==> config.mk <==
export PLATFORM = sky130hd
export DESIGN_NAME = drum_voice_mixer
export DESIGN_NICKNAME = d
export VERILOG_FILES = /design/src/rtl/drum_pkg.sv /design/src/rtl/drum_voice.sv /design/src/rtl/drum_voice_mixer.sv
export SDC_FILE = /design/constraint.sdc
export NUM_CORES = 1
export LEC_CHECK = 0
export ABC_AREA = 1
export CAP_MARGIN = 20
export CORE_MARGIN = 1
export CORE_UTILIZATION = 60
export CTS_CLUSTER_DIAMETER = 100
export DETAILED_ROUTE_END_ITERATION = 8
export GPL_TIMING_DRIVEN = 0
export HOLD_SLACK_MARGIN = 0.12
export PLACE_DENSITY = 0.8
export SLEW_MARGIN = 10
export SYNTH_ARGS = -nofsm -noshare
export SYNTH_HDL_FRONTEND = slang
export SYNTH_SLANG_ARGS = --single-unit
==> constraint.sdc <==
create_clock -name clk -period 9.45 [get_ports clk]
set_clock_uncertainty 0.1 [all_clocks]
set_input_delay 1.89 -clock clk [delete_from_list [all_inputs] [get_ports clk]]
set_output_delay 1.89 -clock clk [all_outputs]
set_load 0.05 [all_outputs]
==> src/rtl/drum_pkg.sv <==
// Shared constants, voice state type and LFSR step helper for the drum voice mixer.
package drum_pkg;

  localparam logic [15:0] AMP_INIT  = 16'hFFFF;
  localparam logic [15:0] ENV_FLOOR = 16'h0040;
  localparam logic [15:0] LFSR_TAPS = 16'hB400;
  localparam logic [15:0] LFSR_SEED = 16'hACE1;

  // Element 0 is pad 0 (highest pitch).
  localparam logic [3:0][15:0] PHASE_INC = {16'h0080, 16'h0100, 16'h0200, 16'h0400};

  typedef enum logic {IDLE, PLAY} voice_state_t;

  function automatic logic [15:0] lfsr_step(input logic [15:0] cur);
    lfsr_step = cur[0] ? ((cur >> 1) ^ LFSR_TAPS) : (cur >> 1);
  endfunction

endpackage

==> src/rtl/drum_voice.sv <==
// One decaying square-wave drum voice; with DRUM_NOISE_EN and NOISE=1 the sign comes from an LFSR.
// Trigger overrides the held state combinationally so a same-cycle tick sees the restarted voice.
module drum_voice
  import drum_pkg::*;
#(
  parameter int SAMPLE_W    = 24,
  parameter int PHASE_W     = 16,
  parameter int DECAY_SHIFT = 6,
`ifdef DRUM_NOISE_EN
  parameter bit NOISE       = 1'b0,
`endif
  parameter logic [PHASE_W-1:0] PHASE_INC_VAL = '0
) (
  input  logic                clk,
  input  logic                reset,
  input  logic                trig,
  input  logic                tick,
  output logic [SAMPLE_W-1:0] voice,
  output logic                busy
);

  voice_state_t        state, state_eff, state_next;
  logic [PHASE_W-1:0]  phase, phase_eff, phase_next;
  logic [15:0]         amp, amp_eff, amp_dec, amp_next;
  logic [SAMPLE_W-1:0] mag;
  logic                neg;
  logic                step;

  always_ff @(posedge clk) begin
    if (reset) begin
      state <= IDLE;
      phase <= '0;
      amp   <= '0;
    end else begin
      state <= state_next;
      phase <= phase_next;
      amp   <= amp_next;
    end
  end

  always_comb begin
    state_eff  = trig ? PLAY : state;
    phase_eff  = trig ? '0 : phase;
    amp_eff    = trig ? AMP_INIT : amp;
    amp_dec    = amp_eff - (amp_eff >> DECAY_SHIFT);
    mag        = SAMPLE_W'({amp_eff, 7'b0});
    step       = tick && (state_eff == PLAY);
    state_next = state_eff;
    phase_next = phase_eff;
    amp_next   = amp_eff;
    voice      = '0;
    if (step) begin
      voice      = neg ? (-mag) : mag;
      phase_next = phase_eff + PHASE_INC_VAL;
      amp_next   = amp_dec;
      // Below the floor the decay step rounds to 1 or 0, so retire the voice.
      if (amp_dec < ENV_FLOOR) state_next = IDLE;
    end
  end

`ifdef DRUM_NOISE_EN
  if (NOISE) begin : g_noise
    logic [15:0] lfsr, lfsr_eff;
    assign lfsr_eff = trig ? LFSR_SEED : lfsr;
    assign neg      = lfsr_eff[0];
    always_ff @(posedge clk) begin
      if (reset)     lfsr <= LFSR_SEED;
      else if (step) lfsr <= lfsr_step(lfsr_eff);
      else           lfsr <= lfsr_eff;
    end
  end else begin : g_square
    assign neg = phase_eff[PHASE_W-1];
  end
`else
  assign neg = phase_eff[PHASE_W-1];
`endif

  assign busy = (state == PLAY);

endmodule

==> src/rtl/drum_voice_mixer.sv <==
// Pad-triggered drum voices mixed with saturation into one sample per LRCLK rising edge (1 clk latency).
// Optional DRUM_NOISE_EN turns voice 0 into an LFSR noise snare.
module drum_voice_mixer
  import drum_pkg::*;
#(
  parameter int NUM_PADS    = 4,
  parameter int SAMPLE_W    = 24,
  parameter int PHASE_W     = 16,
  parameter int DECAY_SHIFT = 6
) (
  input  logic                clk,
  input  logic                reset,
  input  logic                lrclk,
  input  logic [NUM_PADS-1:0] pad_hit,
  output logic [SAMPLE_W-1:0] sample_out,
  output logic                sample_tick,
  output logic [NUM_PADS-1:0] busy
);

  localparam int ACC_W = SAMPLE_W + 2;

  logic                lrclk_q;
  logic [NUM_PADS-1:0] pad_q;
  logic [NUM_PADS-1:0] trig;
  logic                tick;
  logic [SAMPLE_W-1:0] voice [NUM_PADS];
  logic [ACC_W-1:0]    acc;
  logic [SAMPLE_W-1:0] sat;

  assign tick = lrclk & ~lrclk_q;
  assign trig = pad_hit & ~pad_q;

  // Pad history tracks the level even in reset, so pads held through reset do not fire on release.
  always_ff @(posedge clk) begin
    pad_q <= pad_hit;
    if (reset) lrclk_q <= 1'b0;
    else       lrclk_q <= lrclk;
  end

  for (genvar i = 0; i < NUM_PADS; i++) begin : g_voice
    drum_voice #(
      .SAMPLE_W     (SAMPLE_W),
      .PHASE_W      (PHASE_W),
      .DECAY_SHIFT  (DECAY_SHIFT),
`ifdef DRUM_NOISE_EN
      .NOISE        (i == 0),
`endif
      .PHASE_INC_VAL(PHASE_W'(PHASE_INC[i]))
    ) u_voice (
      .clk  (clk),
      .reset(reset),
      .trig (trig[i]),
      .tick (tick),
      .voice(voice[i]),
      .busy (busy[i])
    );
  end

  always_comb begin
    acc = '0;
    for (int i = 0; i < NUM_PADS; i++)
      acc = acc + {{2{voice[i][SAMPLE_W-1]}}, voice[i]};
    if (acc[ACC_W-1:SAMPLE_W-1] == '0 || acc[ACC_W-1:SAMPLE_W-1] == '1)
      sat = acc[SAMPLE_W-1:0];
    else if (acc[ACC_W-1])
      sat = {1'b1, {(SAMPLE_W-1){1'b0}}};
    else
      sat = {1'b0, {(SAMPLE_W-1){1'b1}}};
  end

  always_ff @(posedge clk) begin
    if (reset) begin
      sample_out  <= '0;
      sample_tick <= 1'b0;
    end else begin
      sample_tick <= tick;
      if (tick) sample_out <= sat;
    end
  end

endmodule

==> results.txt <==
----------------------------------------------------
[Outcome]
  Status ... finished, final reports clean

[Final layout]
  Post-layout instance area ... between 10000 and 15000 µm²
  Fin nets ... approximately 2000
  Antenna cells ... 0
  Layout cell share with drive strength beyond 1 ... between 8 and 9%
  Area added between synthesis and finish ... 11.0%

[Timing]
  Peak Freq ... around 0.14 GHz
  Final hold violations ... 0
  Number of pins exceeding their max-slew limit in the final report ... 0
  Min cycle time layout ... between 7 and 8 ns
  Unrepaired setup endpoints after global routing ... no
  Total Negative Setup Slacks ... 0 ns
  Transition time of the tightest slew-check pin ... ~1.0 ns
  Headroom to the max-slew limit ... around 33%
  Final setup vio count ... 0
  Final cycle utilization of the critical path ... between 70% and 80%

[Route]
  Drt via density ... around 5.6
  Overall routed net length ... 34200 µm
  # DRC ... 0
  ANT nets after route ... 0
  DR WL/cell ... 16.0 µm
  Detailed-route via count ... between 10000 and 15000
  Detailed router's first-iteration violation count ... ~1000
  Number of detailed-routing iterations run before antenna repair ... 7

[Worst setup path]
  Cell mode on critical path ... sky130_fd_sc_hd__nand2_1
  CP Launch Type ... input pin
  Largest delay contributor family on the critical path ... simple AND/OR/NAND/NOR gates
  Data arrival time of the worst path ... 7.35 ns
  Destination of the critical timing path ... sample_out[8]
  Delay of the slowest cell on the worst path ... between 0.5 and 0.6 ns
  Register-to-register setup slack ... approximately 3.9 ns
  Critical Path End Type ... flip-flop
  Number of buffers and inverters on the critical path ... 8
  Critical path startpoint ... pad_hit[2]
  Worst reg-to-reg path cell count ... 34
  Worst Path Required ... between 9 and 10 ns
  Crit path kind ... in -> reg
  Slowest cell on crit path ... sky130_fd_sc_hd__fa_1
  Total number of cells along the worst setup path ... 34
  Destination of the worst register-to-register timing path ... sample_out[8]
  Startpoint of the worst-slack reg-to-reg timing path ... pad_q[2]
  Maximum fanout encountered on the critical timing path ... 10

[Floorplan]
  FP Rows ... 50
  Die footprint ... roughly 20000 µm²
  Chip width ... 141 µm
  Starting density of the core ... 61.7%
  Die height ... approximately 140 µm
  Std-Cell Core Area ... 18900 µm²
  Count of boundary I/O pins ... 36

[Synthesis]
  Portion of the post-synthesis area used by sequential elements ... around a fifth
  Area leader, netlist ... sky130_fd_sc_hd__dfxtp_1
  Synth top area share ... approximately a fifth
  Post-Syn Nets ... between 1500 and 2000
  Ranking of synthesized cells by area ... sky130_fd_sc_hd__dfxtp_1 (21%), sky130_fd_sc_hd__inv_1 (11%), sky130_fd_sc_hd__nand2_1 (11%), sky130_fd_sc_hd__ha_1 (7.1%), sky130_fd_sc_hd__a21oi_1 (7.0%)
  Netlist area before placement ... about 12000 µm²
  Number of distinct library cell variants in the gate-level netlist after synthesis ... 60
  Synth Register Bits ... around 120
  Number of warnings issued by yosys ... 0
  Average size of a mapped cell ... between 6 and 7 µm²
  Synth Instances ... around 1800

[Clock tree]
  Level count of the clock H-tree ... 4
  Clk buf depth ... 2
  Num CTS Buffers ... 17
  Cts hold-fix bufs ... 0
  Clock Pin Slew Worst Setup and Hold Paths ... ~0.070 ns
  Number of resized instances in the post-cts repair step ... 0
  Clock tree from TritonCTS ... yes
  Clock net sink count ... 122
  Skew-Pair Late Insertion Delay ... between 0.4 and 0.5 ns
  Clock root buffer master ... sky130_fd_sc_hd__clkbuf_16
  Number of buffers inserted to repair setup after CTS ... 0

[Global routing]
  First-pass GRT wire length ... 54600 µm
  Met3 layer usage reported by global route ... 8.17%
  Via count of the first global-routing pass ... 11000
  Antenna violations before repair ... 0
  Maximum number of pins on one net before global-route repair ... 17
  Most used routing layer ... met2
  Total overflow reported by the global router ... 0
  Total track usage ... approximately a third
  Global routing met2 resource utilization ... between 50% and 60%
  Met1 global-route usage ... 45.5%

[Placed design]
  Final weighted congestion of routability-driven global placement ... approximately 0.95
  IO Port Bufs ... 34
  HPWL after detailed placement ... 26800 µm
  Area after detailed placement ... 12300 µm²

[Power]
  Internal Power ... 1.24 mW
  Worst IR drop on VDD ... 0.131 mV
  Combinational power share ... 38.6%
  Flop pwr share ... 28.0%
  Reported net switching power ... ~0.86 mW
  Static leakage ... 6.47 nW
  Net switching share of the total power ... 40.8%
  Power density cells ... ~160 nW/µm²
  Clock power frac ... 33.4%

[Job]
  Max-cap check violation count ... 0

[Worst hold path]
  Classification of the worst-slack hold path ... reg -> reg

----------------------------------------------------
Yosys cell counts (all sizes together):
cell type / count
buf: 25
o311a: 1
o31ai: 4
xor2: 33
nand2: 348
a31oi: 3
o21ai: 135
a311o: 1
fa: 37
or3: 1
nor3b: 6
o311ai: 1
nand4: 22
clkinv: 2
nor3: 24
xnor2: 9
or2: 3
clkbuf: 34
inv: 351
dfxtp: 122
a21oi: 173
nor4: 2
ha: 66
o21bai: 6
a21boi: 2
o211ai: 23
nand3b: 5
nor2: 233
nand3: 114
o41ai: 1
o21a: 4
and3: 5
a21o: 4
a311oi: 9
a211oi: 5
final cells by class:
type / count / area (µm²)
tap: 260 / 325
timing repair buffer: 35 / 345
multi-input combinational: 1280 / 7570
sequential: 122 / 2440
fill: 1711 / 5950
clock buffer: 17 / 425
buffer: 59 / 317
inverter: 353 / 1330
clock inverter: 15 / 188
per-stage QoR:
step | power [mW] | hold WS (ns) | setup slack, ns | util [%] | cells
4_1_cts | 2.08 | 0.370 | 2.40 | 68.5 | 2140
2_1_floorplan | 1.20 | 0.343 | 3.16 | - | 1814
5_1_grt | 2.22 | 0.396 | 1.78 | 68.5 | 2141
3_3_place_gp | 1.37 | 0.351 | 2.05 | 65.2 | 2108
3_5_place_dp | 1.39 | 0.360 | 1.96 | 65.2 | 2108
6_report | 2.10 | 0.375 | 2.33 | 68.5 | 2141
power groups by stage:
stage          combinational [mW]  clock [mW]  sequential (mW)
2_1_floorplan               0.581           0            0.615
3_5_place_dp                0.789           0            0.598
3_3_place_gp                0.775           0            0.597
6_report                    0.811       0.700            0.589
4_1_cts                     0.796       0.700            0.587
5_1_grt                     0.902       0.728            0.592
cells in the final DEF (no fill, tap or decap), types with 22 or more instances in the layout:
master	count
sky130_fd_sc_hd__inv_1	337
sky130_fd_sc_hd__nand2_1	328
sky130_fd_sc_hd__nor2_1	197
sky130_fd_sc_hd__a21oi_1	162
sky130_fd_sc_hd__dfxtp_1	122
sky130_fd_sc_hd__o21ai_0	115
sky130_fd_sc_hd__nand3_1	104
sky130_fd_sc_hd__ha_1	66
sky130_fd_sc_hd__fa_1	37
sky130_fd_sc_hd__clkbuf_1	34
sky130_fd_sc_hd__clkdlybuf4s50_1	34
sky130_fd_sc_hd__xor2_1	33
sky130_fd_sc_hd__nor2_2	23
sky130_fd_sc_hd__o211ai_1	22
tightest hold or removal path, delay by kind of cell, from the launching register on:
| kind | cells | cell delay, ns |
|---|---|---|
| AND/OR/NAND/NOR | 1 | 0.07 |
| AO/OA/AOI/OAI | 1 | 0.06 |
| flip-flops | 1 | 0.30 |
worst min-delay path by stage:
stage | startpoint | endpoint | slack [ns] | depth (start not counted)
2_1_floorplan | g_voice[2].u_voice.phase[8] | g_voice[2].u_voice.phase[8] | 0.34 | 2
3_3_place_gp | g_voice[2].u_voice.phase[8] | g_voice[2].u_voice.phase[8] | 0.35 | 2
3_5_place_dp | g_voice[3].u_voice.phase[7] | g_voice[3].u_voice.phase[7] | 0.36 | 2
4_1_cts | g_voice[3].u_voice.phase[7] | g_voice[3].u_voice.phase[7] | 0.37 | 2
5_1_grt | g_voice[2].u_voice.phase[8] | g_voice[2].u_voice.phase[8] | 0.40 | 2
6_report | g_voice[3].u_voice.phase[7] | g_voice[3].u_voice.phase[7] | 0.38 | 2
state kept, by name, indices dropped and copies added, names as in the netlist:
| name | cells |
|---|---|
| lrclk_q | 1 |
| g_voice.u_voice.phase | 30 |
| sample_out | 18 |
| g_voice.u_voice.amp | 64 |
| sample_tick | 1 |
| g_voice.u_voice.busy | 4 |
| pad_q | 4 |
routing by layer:
layer	vias up	share of wire [%]	wire [µm]
met5	-	0	0
li1	5915	-	-
met2	496	45	15200
met4	0	2.8	973
met3	88	9.9	3370
met1	5472	43	14600
cells by family (layout without fill, tap and decap cells):
| logic type | count (synthesis) | count (layout) | synth area share [%] |
|---|---|---|---|
| fa+ha+maj | 103 | 103 | 13.4 |
| simple gates | 763 | 763 | 30.3 |
| compound gates | 372 | 372 | 18.0 |
| xor+xnor | 42 | 42 | 3.16 |
| flops | 122 | 122 | 21.0 |
| buf+inv | 412 | 479 | 14.1 |
(Power assumes the default switching activity.)
